===== src/rtl/oddr_gearbox_pkg.sv =====
// oddr_gearbox_pkg: shared constants, the PHASE width helper and the
// lane slicing macro used by the DDR output gearbox.

`ifndef ODDR_GEARBOX_PKG_SV
`define ODDR_GEARBOX_PKG_SV

// Selects lane c of a packed bus whose lanes are w bits wide.
`define ODDR_GEARBOX_LANE(c, w) (c)*(w) +: (w)

package oddr_gearbox_pkg;

    // Legal range for the number of clock cycles per word.
    localparam int RATIO_MIN = 1;
    localparam int RATIO_MAX = 8;

    // Width of the phase counter; a one-cycle word still gets a 1-bit port.
    function automatic int phase_width(input int ratio);
        return (ratio > 1) ? $clog2(ratio) : 1;
    endfunction

endpackage

`endif


===== src/rtl/oddr_gearbox_lane.sv =====
// oddr_gearbox_lane: one lane's word shifter, the posedge/negedge output
// stage and the Q0 clock mux plus the registered Q1 tristate enable.

module oddr_gearbox_lane
    import oddr_gearbox_pkg::*;
#(
    parameter int   RATIO     = 4,
    parameter logic INIT      = 1'b0,
    parameter logic IDLE_TS   = 1'b1,
    parameter logic TXCLK_POL = 1'b0
) (
    input  logic               clk,
    input  logic               reset,
    input  logic               load,
    input  logic [2*RATIO-1:0] load_data,
    input  logic               load_ts,
    output logic               q0,
    output logic               q1
);

    localparam int WORD_W = 2 * RATIO;

    logic [WORD_W-1:0] shift_data;
    logic              shift_ts;
    logic              even_pos;
    logic              even_neg;
    logic              odd_mid;
    logic              odd_pos;
    logic              ts_mid;
    logic              ts_pos;
    logic              ts_neg;

    // Word shifter: load a whole word at a boundary, otherwise step to the next pair.
    always_ff @(posedge clk) begin
        if (reset) begin
            shift_data <= {WORD_W{INIT}};
            shift_ts   <= IDLE_TS;
        end else if (load) begin
            shift_data <= load_data;
            shift_ts   <= load_ts;
        end else begin
            shift_data <= shift_data >> 2;
        end
    end

    // Posedge stage: capture the current pair, delay odd bit and TS one more cycle.
    always_ff @(posedge clk) begin
        if (reset) begin
            even_pos <= INIT;
            odd_mid  <= INIT;
            odd_pos  <= INIT;
            ts_mid   <= IDLE_TS;
            ts_pos   <= IDLE_TS;
        end else begin
            even_pos <= shift_data[0];
            odd_mid  <= shift_data[1];
            odd_pos  <= odd_mid;
            ts_mid   <= shift_ts;
            ts_pos   <= ts_mid;
        end
    end

    // Negedge stage: the even bit and the early TS move half a cycle later.
    always_ff @(negedge clk) begin
        if (reset) begin
            even_neg <= INIT;
            ts_neg   <= IDLE_TS;
        end else begin
            even_neg <= even_pos;
            ts_neg   <= ts_mid;
        end
    end

    assign q0 = clk ? even_neg : odd_pos;
    assign q1 = TXCLK_POL ? ts_neg : ts_pos;

endmodule


===== src/rtl/oddr_gearbox.sv =====
// oddr_gearbox: parametrised DDR output serializer. Holds the phase counter,
// the one-entry holding register and the valid/ready handshake, and fans the
// selected word out to CHANNELS lane serializers.
// Optional build macro ODDR_GEARBOX_TRAIN_EN adds the TRAIN input and the
// TRAIN_PATTERN parameter for link training.

module oddr_gearbox
    import oddr_gearbox_pkg::*;
#(
    parameter int   CHANNELS  = 1,
    parameter int   RATIO     = 4,
    parameter logic INIT      = 1'b0,
    parameter logic IDLE_TS   = 1'b1,
    parameter logic TXCLK_POL = 1'b0
`ifdef ODDR_GEARBOX_TRAIN_EN
    ,
    parameter logic [2*RATIO-1:0] TRAIN_PATTERN = {RATIO{2'b01}}
`endif
) (
    input  logic                              CLK,
    input  logic                              RESET,
    input  logic [CHANNELS*2*RATIO-1:0]       DIN,
    input  logic                              TIN,
    input  logic                              DIN_VALID,
    output logic                              DIN_READY,
    output logic [CHANNELS-1:0]               Q0,
    output logic [CHANNELS-1:0]               Q1,
    output logic [phase_width(RATIO)-1:0]     PHASE,
    output logic                              UNDERRUN
`ifdef ODDR_GEARBOX_TRAIN_EN
    ,
    input  logic                              TRAIN
`endif
);

    localparam int            WORD_W     = 2 * RATIO;
    localparam int            BUS_W      = CHANNELS * WORD_W;
    localparam int            PW         = phase_width(RATIO);
    localparam logic [PW-1:0] LAST_PHASE = PW'(RATIO - 1);

    if (RATIO < RATIO_MIN || RATIO > RATIO_MAX) begin : g_ratio_check
        $error("oddr_gearbox: RATIO out of range");
    end

    logic [PW-1:0]    phase;
    logic             boundary;
    logic             training;
    logic             accept;
    logic             hold_full;
    logic [BUS_W-1:0] hold_data;
    logic             hold_ts;
    logic [BUS_W-1:0] load_data;
    logic             load_ts;
    logic             underrun;

`ifdef ODDR_GEARBOX_TRAIN_EN
    assign training = TRAIN;
`else
    assign training = 1'b0;
`endif

    assign boundary  = (phase == LAST_PHASE);
    // During training the boundary never drains the hold, so it must not open READY.
    assign DIN_READY = !hold_full || (boundary && !training);
    assign accept    = DIN_VALID && DIN_READY;
    assign PHASE     = phase;
    assign UNDERRUN  = underrun;

    // Phase counter: counts pairs within a word and wraps at each boundary.
    always_ff @(posedge CLK) begin
        if (RESET) begin
            phase <= '0;
        end else if (boundary) begin
            phase <= '0;
        end else begin
            phase <= phase + PW'(1);
        end
    end

    // Holding register: a new accept always wins over draining to the shifter.
    always_ff @(posedge CLK) begin
        if (RESET) begin
            hold_full <= 1'b0;
            hold_data <= '0;
            hold_ts   <= IDLE_TS;
        end else if (accept) begin
            hold_full <= 1'b1;
            hold_data <= DIN;
            hold_ts   <= TIN;
        end else if (boundary && !training) begin
            hold_full <= 1'b0;
        end
    end

    // Underrun flag: one-cycle pulse after a boundary that had to load an idle word.
    always_ff @(posedge CLK) begin
        if (RESET) begin
            underrun <= 1'b0;
        end else begin
            underrun <= boundary && !hold_full && !training;
        end
    end

    // Boundary word select: training pattern, else held word, else idle word.
    always_comb begin
        load_data = {BUS_W{INIT}};
        load_ts   = IDLE_TS;
        if (hold_full) begin
            load_data = hold_data;
            load_ts   = hold_ts;
        end
`ifdef ODDR_GEARBOX_TRAIN_EN
        if (TRAIN) begin
            load_data = {CHANNELS{TRAIN_PATTERN}};
            load_ts   = 1'b0;
        end
`endif
    end

    for (genvar c = 0; c < CHANNELS; c++) begin : g_lane
        oddr_gearbox_lane #(
            .RATIO     (RATIO),
            .INIT      (INIT),
            .IDLE_TS   (IDLE_TS),
            .TXCLK_POL (TXCLK_POL)
        ) u_lane (
            .clk       (CLK),
            .reset     (RESET),
            .load      (boundary),
            .load_data (load_data[`ODDR_GEARBOX_LANE(c, WORD_W)]),
            .load_ts   (load_ts),
            .q0        (Q0[c]),
            .q1        (Q1[c])
        );
    end

endmodule


===== config.mk =====
export PLATFORM = sky130hd
export DESIGN_NAME = oddr_gearbox
export DESIGN_NICKNAME = d
export VERILOG_FILES = /design/src/rtl/oddr_gearbox_pkg.sv /design/src/rtl/oddr_gearbox_lane.sv /design/src/rtl/oddr_gearbox.sv
export SDC_FILE = /design/constraint.sdc
export NUM_CORES = 1
export LEC_CHECK = 0
export CAP_MARGIN = 40
export CORE_AREA = 2 2 55 57
export DETAILED_ROUTE_END_ITERATION = 16
export DIE_AREA = 0 0 57 59
export PLACE_DENSITY_LB_ADDON = 0.1
export SETUP_SLACK_MARGIN = 0.4
export SLEW_MARGIN = 40
export SYNTH_ARGS = -nofsm -noshare
export SYNTH_HDL_FRONTEND = slang
export SYNTH_SLANG_ARGS = --single-unit

===== constraint.sdc =====
create_clock -name CLK -period 1.6 [get_ports CLK]
set_clock_uncertainty 0.05 [all_clocks]
set_input_delay 0.4 -clock CLK [delete_from_list [all_inputs] [get_ports CLK]]
set_output_delay 0.4 -clock CLK [all_outputs]
set_load 0.05 [all_outputs]

==> run summary, run 1 <==
Mapped Cells = 105
routability-driven placement congestion ratio = 0.675
final count of pins violating max slew = 0
crit start category = flip-flop
ant diodes = 0
vias in the first global route = 843
Ys Warns = 0
die height = 59 um
first-pass GRT wire length = 3480 um
hold endpoint = g_lane[0].u_lane.q1$_SDFF_PP1_
status = complete, but fails checks
crit end category = primary output
CTS Hold Buffers Added = 0
Peak VDD IR = 0.000599 V
Crit Path Category = flip-flop to primary output
Clock transition at path regs = 0.15 ns
Synth Register Bits = 28
post-DR wirelength/cell = 14.4 um
RSZ-0062 raised after global routing = true
largest net degree at the start of global routing = 35
Max-cap violations = 0
via density per instance = 5.03
Initial DRT Pass Iterations = 4
critical hold path startpoint = g_lane[0].u_lane.ts_mid$_SDFF_PP1_
starting density of the core = 38.6%
number of nets with antenna violations after detailed routing = 0
worst r2r src = PHASE[1]$_SDFF_PP0_
latest clock arrival within the worst-skew pair = 0.43 ns
Worst path top cell family by delay = flip-flops
Hold Path Class = flip-flop to flip-flop
Hold Path Stages = 1
DR iter-0 viols = 26
flop-to-flop setup slack = 0.21 ns
Worst EP required = 1.15 ns
Die ar. = 0.00336 sq mm
CP Data Arrival Time = 2.00 ns
CP Buf/Inv Count = 1
Setup WS pre-CTS = -0.863 ns
final-stage net count = 154
filler cell count in the final layout = 227
dpl hpwl = 1210 um
layout cell share with drive strength beyond 1 = 43.2%
Least-Margin Pin Slew = 0.342 ns
CTS tree = yes
syn_nets = 119
CORE AREA = 0.00271 sq mm
area growth from synthesis to layout = 58.3%
Synth Area per Inst = 9.95 sq um
DRC = 0
slew margin rel. = 77.2%
worst-path fanout max = 1
post-synth cell types = 23
TNS Setup = -1.05 ns
I/O pin count = 18
leakage power = 0.615 nW
CP max stage delay = 0.29 ns
count of buffers from port buffering = 17
Overall Global Routing Usage = 14.4%
reg2reg path depth = 7
slowest cell on the critical path = dfxtp_1
row cnt = 19
failing checks = setup timing
final setup fails = 4
final hold slack = 0.376 ns
initial antenna violation count = 0
CP Cell Sequence = mux2_4, buf_6
mapped cell area = 0.00104 sq mm
R2R Path End = g_lane[0].u_lane.shift_data[5]$_SDFF_PP0_
die width = 57 um
Remaining Overflow, GRT = 0
Final Hold Fails = 0
via count = 855
DRT Wirelength = 2450 um
pwr dens = 939 mW/mm^2
overall power = 0.00155 W
setup ws final = -0.846 ns
part of the Yosys area used for sequential elements = 53.7%
stage by stage:
stage               util (%)  std cells  cell area (sq um)
floorplan                  -        105               1100
CTS                     54.8        164               1490
global route            61.0        170               1650
detailed placement      48.4        148               1310
global placement        48.4        148               1310
finish                  61.0        170               1650
cell type report:
class                      instances  area, sq um  area share (%)
clock buffer                       8         70.1            4.24
clock inverter                     1         3.75           0.227
multi-input combinational         69          591            35.7
sequential                        28          572            34.6
tap                               31         38.8            2.34
timing repair buffer              33          379            22.9
cells by family after synthesis:
kind of cell    after synthesis  share of synthesized area (%)
buf+inv                       9                           4.91
fa+ha+maj                     2                           2.39
compound gates               16                           7.66
flops                        28                           53.7
mux                           2                           2.04
simple gates                 48                           29.3
cell usage after synthesis:
master    count  area [sq um]
ha_1          2          25.0
buf_4         1          7.51
and3_1        2          12.5
buf_6         1          11.3
dfxtp_1      28           561
mux2i_1       1          10.0
buf_2         5          25.0
nand4b_1      8          70.1
or2_1         2          12.5
nor2b_1       7          43.8
nand3b_1      1          7.51
nand2b_1     16           100
a21oi_1       7          35.0
nor3b_1       1          7.51
nor3_1        1          5.00
o21ai_0       1          5.00
nand3_1       6          30.0
clkbuf_1      1          3.75
and2_1        1          6.26
o21ai_1       8          40.0
mux2_2        1          11.3
nor2_1        3          11.3
inv_1         1          3.75
sequential cells by signal, summed over array words and instances, names as in the netlist:
register	flops
g_lane.u_lane.odd_pos	1
g_lane.u_lane.ts_mid	1
UNDERRUN	1
hold_data	8
g_lane.u_lane.shift_data	8
g_lane.u_lane.shift_ts	1
hold_full	1
PHASE	2
g_lane.u_lane.even_pos	1
hold_ts	1
g_lane.u_lane.q1	1
g_lane.u_lane.even_neg	1
g_lane.u_lane.odd_mid	1
worst max-delay path by stage:
stage	startpoint	end	slack, ns	cells after the start
4_1_cts	g_lane[0].u_lane.even_neg$_SDFF_NP0_	Q0	-0.87	2
2_1_floorplan	g_lane[0].u_lane.even_neg$_SDFF_NP0_	Q0	-0.26	1
6_report	g_lane[0].u_lane.even_neg$_SDFF_NP0_	Q0	-0.85	2
3_3_place_gp	g_lane[0].u_lane.even_neg$_SDFF_NP0_	Q0	-0.86	2
3_5_place_dp	g_lane[0].u_lane.even_neg$_SDFF_NP0_	Q0	-0.86	2
5_1_grt	g_lane[0].u_lane.even_neg$_SDFF_NP0_	Q0	-0.92	2
timing repair:
item                                   4_1_cts  5_1_grt
setup buffers                                7        6
setup endpoints to repair                   20       27
gates cloned                                 2        0
endpoints found under the hold margin        0        0
pin swaps                                    5        9
gates resized for setup                     22       31
power by group:
group	leakage, nW	total (W)	internal (W)	switching, W
Clock	0.0541	0.000473	0.000234	0.000239
Sequential	0.230	0.000748	0.000726	0.0000221
Combinational	0.331	0.000333	0.000184	0.000149
Total	0.615	0.00155	0.00114	0.000410
routing by layer:
layer  up-vias  track usage, %  share of wire, %
met4         0            15.0               2.6
met5         -               0                 0
met1       401            16.1                44
met3         8            5.68               4.5
met2        22            20.2                49
li1        424               -                 -
cells in the final DEF, fill, tap and decap left out, types with 2 or more instances in the layout:
cell	instances
a21oi_2	7
and2_4	2
and3_1	2
buf_12	5
buf_4	5
buf_6	11
clkbuf_4	6
clkdlybuf4s50_1	10
dfxtp_1	23
dfxtp_2	3
dfxtp_4	2
ha_4	2
nand2b_1	12
nand2b_4	4
nand3_1	3
nand3_4	2
nand4b_1	8
nor2_1	3
nor2b_1	5
nor2b_4	2
o21ai_1	6
o21ai_2	3
or2_1	2
Note: power is estimated with default switching activity, not from simulation.
==> run 2: changes to the inputs <==
--- a/config.mk
+++ b/config.mk
@@ -7,6 +7,7 @@
 export LEC_CHECK = 0
 export CAP_MARGIN = 40
 export CORE_AREA = 2 2 55 57
+export CTS_CLUSTER_SIZE = 40
 export DETAILED_ROUTE_END_ITERATION = 16
 export DIE_AREA = 0 0 57 59
 export PLACE_DENSITY_LB_ADDON = 0.1
==> results of run 2 <==
The final DEF is identical to that of run 1; final timing and power are the same.
